### src/rtl/ped_call_pkg.sv
// Shared types and defaults for the pedestrian call unit.
// The optional PED_CALL_LATCH_EN feature lives in ped_call_unit.sv.
package ped_call_pkg;

   localparam int DEBOUNCE_CYCLES_DEF = 4;
   localparam int HOLDOFF_DEF         = 8;
   localparam int CNT_W_DEF           = 8;

   typedef enum logic [1:0] {
      ST_IDLE     = 2'd0,
      ST_ARMED    = 2'd1,
      ST_SERVING  = 2'd2,
      ST_COOLDOWN = 2'd3
   } ped_state_e;

endpackage

### src/rtl/ped_call_if.sv
// Pedestrian call unit bundle: raw button, controller request/walk pair,
// wait reporting and a debug view of the FSM state.
interface ped_call_if
   import ped_call_pkg::*;
#(
   parameter int CNT_W = CNT_W_DEF
);
   // Request handshake: N is held high from the accepting edge until the
   // first edge that samples P=1; N falls and served pulses on that same edge.
   logic             btn;
   logic             P;
   logic             N;
   logic             wait_lamp;
   logic [CNT_W-1:0] wait_cnt;
   logic             wait_sat;
   logic             served;
   ped_state_e       dbg_state;

   modport master (
      input  btn, P,
      output N, wait_lamp, wait_cnt, wait_sat, served, dbg_state
   );

   modport slave (
      output btn, P,
      input  N, wait_lamp, wait_cnt, wait_sat, served, dbg_state
   );

endinterface

### src/rtl/ped_btn_debounce.sv
// Two-flop synchronizer plus counting debouncer for the crossing button;
// emits a one-cycle press pulse on each accepted 0->1 level change.
module ped_btn_debounce
   import ped_call_pkg::*;
#(
   parameter int DEBOUNCE_CYCLES = DEBOUNCE_CYCLES_DEF
) (
   input  logic clk,
   input  logic rst,
   input  logic btn,
   output logic press
);

   localparam int CW = (DEBOUNCE_CYCLES > 1) ? $clog2(DEBOUNCE_CYCLES) : 1;
   localparam logic [CW-1:0] CNT_LAST = CW'(DEBOUNCE_CYCLES - 1);

   logic          sync_1;
   logic          btn_s;
   logic          db;
   logic [CW-1:0] mis_cnt;

   always_ff @(posedge clk or posedge rst) begin
      if (rst) begin
         sync_1  <= 1'b0;
         btn_s   <= 1'b0;
         db      <= 1'b0;
         mis_cnt <= '0;
         press   <= 1'b0;
      end else begin
         sync_1 <= btn;
         btn_s  <= sync_1;
         press  <= 1'b0;
         if (btn_s == db) begin
            mis_cnt <= '0;
         end else if (mis_cnt == CNT_LAST) begin
            // The N-th consecutive disagreeing sample commits the new level.
            db      <= ~db;
            mis_cnt <= '0;
            press   <= ~db;
         end else begin
            mis_cnt <= mis_cnt + 1'b1;
         end
      end
   end

endmodule

### src/rtl/ped_call_unit.sv
// Pedestrian call endpoint: debounced button -> request N, retired by walk P,
// post-walk hold-off and wait timing. Option macro: PED_CALL_LATCH_EN.
module ped_call_unit
   import ped_call_pkg::*;
#(
   parameter int DEBOUNCE_CYCLES = DEBOUNCE_CYCLES_DEF,
   parameter int HOLDOFF         = HOLDOFF_DEF,
   parameter int CNT_W           = CNT_W_DEF
) (
   input  logic      clk,
   input  logic      rst,
   ped_call_if.master bus
);

   localparam logic [1:0] S_IDLE     = 2'd0;
   localparam logic [1:0] S_ARMED    = 2'd1;
   localparam logic [1:0] S_SERVING  = 2'd2;
   localparam logic [1:0] S_COOLDOWN = 2'd3;

   localparam int HW = (HOLDOFF > 1) ? $clog2(HOLDOFF) : 1;
   localparam logic [HW-1:0]    HOLD_LOAD = HW'(HOLDOFF - 1);
   localparam logic [CNT_W-1:0] CNT_MAX   = '1;
   localparam logic [CNT_W-1:0] CNT_NEAR  = CNT_MAX - 1'b1;

   logic             press;
   logic [1:0]       state_q;
   logic [1:0]       state_d;
   logic [HW-1:0]    hold_q;
   logic [CNT_W-1:0] cnt_q;
   logic             sat_q;
   logic             n_q;
   logic             served_q;
   logic             hold_done;
   logic             resume;

   ped_btn_debounce #(
      .DEBOUNCE_CYCLES (DEBOUNCE_CYCLES)
   ) u_debounce (
      .clk   (clk),
      .rst   (rst),
      .btn   (bus.btn),
      .press (press)
   );

   assign hold_done = (state_q == S_COOLDOWN) && (hold_q == '0);

`ifdef PED_CALL_LATCH_EN
   logic pend_q;

   // A press during the walk or hold-off is remembered and replayed on exit;
   // a press landing on the exit edge itself is not kept.
   always_ff @(posedge clk or posedge rst) begin
      if (rst) begin
         pend_q <= 1'b0;
      end else if (hold_done) begin
         pend_q <= 1'b0;
      end else if (press && (state_q == S_SERVING || state_q == S_COOLDOWN)) begin
         pend_q <= 1'b1;
      end
   end

   assign resume = pend_q;
`else
   assign resume = 1'b0;
`endif

   always_comb begin
      state_d = state_q;
      case (state_q)
         S_IDLE:     if (press && !bus.P) state_d = S_ARMED;
         S_ARMED:    if (bus.P)           state_d = S_SERVING;
         S_SERVING:  if (!bus.P)          state_d = S_COOLDOWN;
         S_COOLDOWN: if (hold_done)       state_d = resume ? S_ARMED : S_IDLE;
         default:                         state_d = S_IDLE;
      endcase
   end

   always_ff @(posedge clk or posedge rst) begin
      if (rst) begin
         state_q  <= S_IDLE;
         hold_q   <= '0;
         cnt_q    <= '0;
         sat_q    <= 1'b0;
         n_q      <= 1'b0;
         served_q <= 1'b0;
      end else begin
         state_q  <= state_d;
         n_q      <= (state_d == S_ARMED);
         served_q <= (state_q == S_ARMED) && bus.P;

         if (state_q == S_SERVING && state_d == S_COOLDOWN) begin
            hold_q <= HOLD_LOAD;
         end else if (state_q == S_COOLDOWN && hold_q != '0) begin
            hold_q <= hold_q - 1'b1;
         end

         // Wait timing restarts on every ARMED entry and freezes elsewhere.
         if (state_q != S_ARMED && state_d == S_ARMED) begin
            cnt_q <= '0;
            sat_q <= 1'b0;
         end else if (state_q == S_ARMED && state_d == S_ARMED && cnt_q != CNT_MAX) begin
            cnt_q <= cnt_q + 1'b1;
            if (cnt_q == CNT_NEAR) sat_q <= 1'b1;
         end
      end
   end

   assign bus.N         = n_q;
   assign bus.wait_lamp = n_q;
   assign bus.wait_cnt  = cnt_q;
   assign bus.wait_sat  = sat_q;
   assign bus.served    = served_q;
   assign bus.dbg_state = ped_state_e'(state_q);

endmodule

### src/flat_wrapper.sv
// flat-port wrapper written by rule: the top's interface ports become plain ports
module ped_call_unit_flat import ped_call_pkg::*;
#(
   parameter int DEBOUNCE_CYCLES = DEBOUNCE_CYCLES_DEF,
   parameter int HOLDOFF         = HOLDOFF_DEF,
   parameter int CNT_W           = CNT_W_DEF
)
  (clk, rst, bus_btn, bus_P, bus_N, bus_wait_lamp, bus_wait_cnt, bus_wait_sat, bus_served, bus_dbg_state);
  ped_call_if #(.CNT_W(CNT_W)) bus_i ();
  input  logic clk;
  input  logic rst;
  input wire logic [$bits(bus_i.btn)-1:0] bus_btn;
  input wire logic [$bits(bus_i.P)-1:0] bus_P;
  output wire logic [$bits(bus_i.N)-1:0] bus_N;
  output wire logic [$bits(bus_i.wait_lamp)-1:0] bus_wait_lamp;
  output wire logic [$bits(bus_i.wait_cnt)-1:0] bus_wait_cnt;
  output wire logic [$bits(bus_i.wait_sat)-1:0] bus_wait_sat;
  output wire logic [$bits(bus_i.served)-1:0] bus_served;
  output wire logic [$bits(bus_i.dbg_state)-1:0] bus_dbg_state;
  assign bus_i.btn = bus_btn;
  assign bus_i.P = bus_P;
  assign bus_N = bus_i.N;
  assign bus_wait_lamp = bus_i.wait_lamp;
  assign bus_wait_cnt = bus_i.wait_cnt;
  assign bus_wait_sat = bus_i.wait_sat;
  assign bus_served = bus_i.served;
  assign bus_dbg_state = bus_i.dbg_state;
  ped_call_unit #(.DEBOUNCE_CYCLES(DEBOUNCE_CYCLES), .HOLDOFF(HOLDOFF), .CNT_W(CNT_W)) u_core (.clk(clk), .rst(rst), .bus(bus_i));
endmodule
### config.mk
export PLATFORM = sky130hd
export DESIGN_NAME = ped_call_unit_flat
export DESIGN_NICKNAME = d
export VERILOG_FILES = /design/src/rtl/ped_call_pkg.sv /design/src/rtl/ped_call_if.sv /design/src/rtl/ped_btn_debounce.sv /design/src/rtl/ped_call_unit.sv /design/src/flat_wrapper.sv
export SDC_FILE = /design/constraint.sdc
export NUM_CORES = 1
export LEC_CHECK = 0
export CAP_MARGIN = 10
export CORE_MARGIN = 3
export CORE_UTILIZATION = 54
export CTS_BUF_LIST = sky130_fd_sc_hd__clkbuf_4
export CTS_CLUSTER_DIAMETER = 150
export DETAILED_ROUTE_END_ITERATION = 16
export GPL_TIMING_DRIVEN = 1
export PLACE_DENSITY_LB_ADDON = 0.25
export SLEW_MARGIN = 0
export SYNTH_ARGS = -nofsm -noshare
export SYNTH_HDL_FRONTEND = slang
export SYNTH_SLANG_ARGS = --single-unit
### constraint.sdc
create_clock -name clk -period 2.35 [get_ports clk]
set_clock_uncertainty 0.2 [all_clocks]
set_input_delay 0.47 -clock clk [delete_from_list [all_inputs] [get_ports clk]]
set_output_delay 0.47 -clock clk [all_outputs]
set_load 0.02 [all_outputs]
==> impl_metrics.tcl <==
set metrics [dict create \
    syn_inst 111 \
    initial_core_util_pct 60.4 \
    yosys.area.top_type "dfrtp_1" \
    drtAntennaViolNets 0 \
    ys.flop_type "dfrtp_1" \
    core_um2 1840 \
    dieArea_um2 2640 \
    yosys_warnings 0 \
    synth_commonest_cells "dfrtp_1, a21oi_1, nor2_1" \
    timing.fmax_mhz 458 \
    crit_chain "clkdlybuf4s50_1" \
    synth_edf_count 0 \
    yosysTopAreaCellShare_pct 49.5 \
    max-cap-violations 0 \
    drc 0 \
    grt_pass1_vias 862 \
    switching_share_pct 36.5 \
    worst_ep_arrival_time_ns 1.51 \
    crit_cells 1 \
    switchingPower_mw 0.425 \
    r2r_slack_ns 0.28 \
    clockPowerShare_pct 14.3 \
    layout_min_cycle_time_ns 2.18 \
    ys_ff_latch 22 \
    layout.nets 144 \
    use_met1_pct 24.3 \
    seqPwrFrac_pct 45.6 \
    drt_pass1_iterations 4 \
    globalplace.congestion 0.913 \
    place_ws_ns 0.0333 \
    crit_required_ns 1.68 \
    met2_usage_pct 32.2 \
    worst-setup-path-type "reg2out" \
    holdPathStages 0 \
    grt-busiest-layer "met2" \
    cts_setup_buffers 0 \
    grt-ovfl-total 0 \
    async_flop_share_pct 100 \
    p_int_mw 0.737 \
    syn2layout_area_growth_pct 22.4 \
    critPathBufInv 1 \
    grt_max_degree 23 \
    vdd_ir_drop_max_uv 580 \
    relSlewSlack_pct 72.4 \
    ys_types 35 \
    cts_tree "done" \
    htree_levels 1 \
    grtUsageTotal_pct 19.4 \
    comb_power_share_pct 40.1 \
    syn_avg_cell_area_um2 10.0 \
    rsz0062_at_grt "false" \
    status "finished, final reports clean" \
    period_share_pct 92.9 \
    post_cts_resized 0 \
    dp_cells 155 \
    postCtsHoldBufs 0 \
    dp.final_hpwl_um 1610 \
    routed_wl_um 2140 \
    powerDensity_nw_per_um2 854 \
    end_kind "output pin" \
    grtUsageMet3_pct 4.66 \
    cts_buffer_depth 2 \
    layout_setup_ws_ns 0.168 \
    first_iter_violations 9 \
    numPortBuffers 17 \
    hold_violations 0 \
    critical_path.max_stage_delay_ns 0.68 \
    reg2regPathDepth 4 \
    clock_sinks 22 \
    finalSetupViolations 0 \
    grt_pass1_wl_um 3850 \
    synth_fp_nets 120 \
    fp.dieW_um 51.4 \
    crit_fanout 7 \
    clkTransAtPathRegs_ns 0.12 \
    cts_root_buf "clkbuf_4" \
    layout-drive-gt1-share_pct 9.70 \
    stdcell_count 159 \
    pin_count 18 \
    cp_slowest_cell "clkdlybuf4s50_1" \
    synth.most_common_cell "dfrtp_1" \
    antenna_found_initial 0 \
    via_per_inst 5.64 \
    tightest_slew_ns 0.408 \
    critPathTopFamily "buffers and inverters" \
    netlist_area_um2 1110 \
    yosysSeqAreaShare_pct 49.5 \
    slew_violations 0 \
    wl_per_cell_um 13.5 \
    fp.dieH_um 51.4 \
    finalSetupTns_ns 0 \
    cp-start-kind "flop" \
    insertion_delay_ns 0.30 \
    numCtsBuffers 3 \
    power.leakage_nw 0.602 \
    antennaDiodeCount 0 \
    num_rows 15 \
    synth_area_leaders "dfrtp_1, ha_1, a21oi_1" \
    num_vias 897 \
    hold_path.class "reg2reg" \
]
==> metal layers <==
metal,vias up,wire length (um)
li1,446,-
met1,425,992
met5,-,0
met2,24,1010
met4,0,12
met3,2,120
==> cell families (layout without fill, tap and decap cells) <==
kind of cell / after synthesis / after routing / synth area share, %
AO/OA/AOI/OAI: 25 / 25 / 14.8
XOR/XNOR: 1 / 1 / 0.788
adder cells (fa/ha/maj): 5 / 5 / 5.63
buffers and inverters: 11 / 34 / 4.84
flip-flops: 22 / 22 / 49.5
multiplexers: 3 / 3 / 3.04
AND/OR/NAND/NOR: 44 / 44 / 21.4
==> cells in the final DEF, fill, tap and decap left out, types with 4 or more instances in the layout <==
| cell | n |
|---|---|
| nand3_1 | 8 |
| nand2_1 | 5 |
| a21oi_1 | 10 |
| ha_1 | 5 |
| nor3_1 | 4 |
| buf_4 | 7 |
| clkdlybuf4s50_1 | 17 |
| dfrtp_1 | 22 |
| o21ai_0 | 7 |
| inv_1 | 6 |
| nor2_1 | 9 |
==> stage by stage <==
| stage | utilization (%) | area (um2) | power [mW] | hold slack, ns |
|---|---|---|---|---|
| after floorplan | - | 1110 | 0.843 | 0.131 |
| after global placement | 72.5 | 1330 | 0.976 | 0.133 |
| after detailed placement | 72.5 | 1330 | 1.00 | 0.140 |
| after CTS | 73.9 | 1360 | 1.17 | 0.166 |
| after global routing | 73.9 | 1360 | 1.26 | 0.172 |
| final | 73.9 | 1360 | 1.16 | 0.163 |
==> power groups by stage <==
stage	clock network, mW	registers, mW	logic, mW
final	0.167	0.530	0.466
after global routing	0.193	0.541	0.525
after CTS	0.175	0.528	0.468
after detailed placement	0	0.534	0.469
after global placement	0	0.531	0.444
after floorplan	0	0.552	0.291
==> registers in the layout (all words and copies together) (netlist names) <==
name	flops
u_core.u_debounce.press	1
u_core.bus.served	1
u_core.u_debounce.mis_cnt	2
u_core.u_debounce.sync_1	1
u_core.bus.wait_sat	1
u_core.u_debounce.btn_s	1
u_core.u_debounce.db	1
u_core.bus.wait_cnt	8
u_core.bus.N	1
u_core.hold_q	3
u_core.bus.dbg_state	2
==> final cells by class <==
| class | count | area, um2 |
|---|---|---|
| clock inverters | 1 | 3.75 |
| flip-flops and latches | 22 | 551 |
| multi-input cells | 78 | 507 |
| fillers | 152 | 479 |
| well taps | 25 | 31.3 |
| inverters | 6 | 22.5 |
| clock buffers | 3 | 22.5 |
| repair buffers | 24 | 223 |
==> path summary, 6_finish.rpt <==
kind | end | from
max in group asynchronous | u_core.u_debounce.btn_s | rst
worst min register to register | u_core.u_debounce.btn_s | u_core.u_debounce.sync_1
min in group asynchronous | u_core.hold_q[0] | rst
worst min-delay path | u_core.u_debounce.btn_s | u_core.u_debounce.sync_1
worst max-delay path | bus_dbg_state[0] | u_core.bus.dbg_state[0]
worst max register to register | u_core.bus.wait_cnt[0] | u_core.bus.wait_cnt[0]
(Power assumes the default switching activity.)
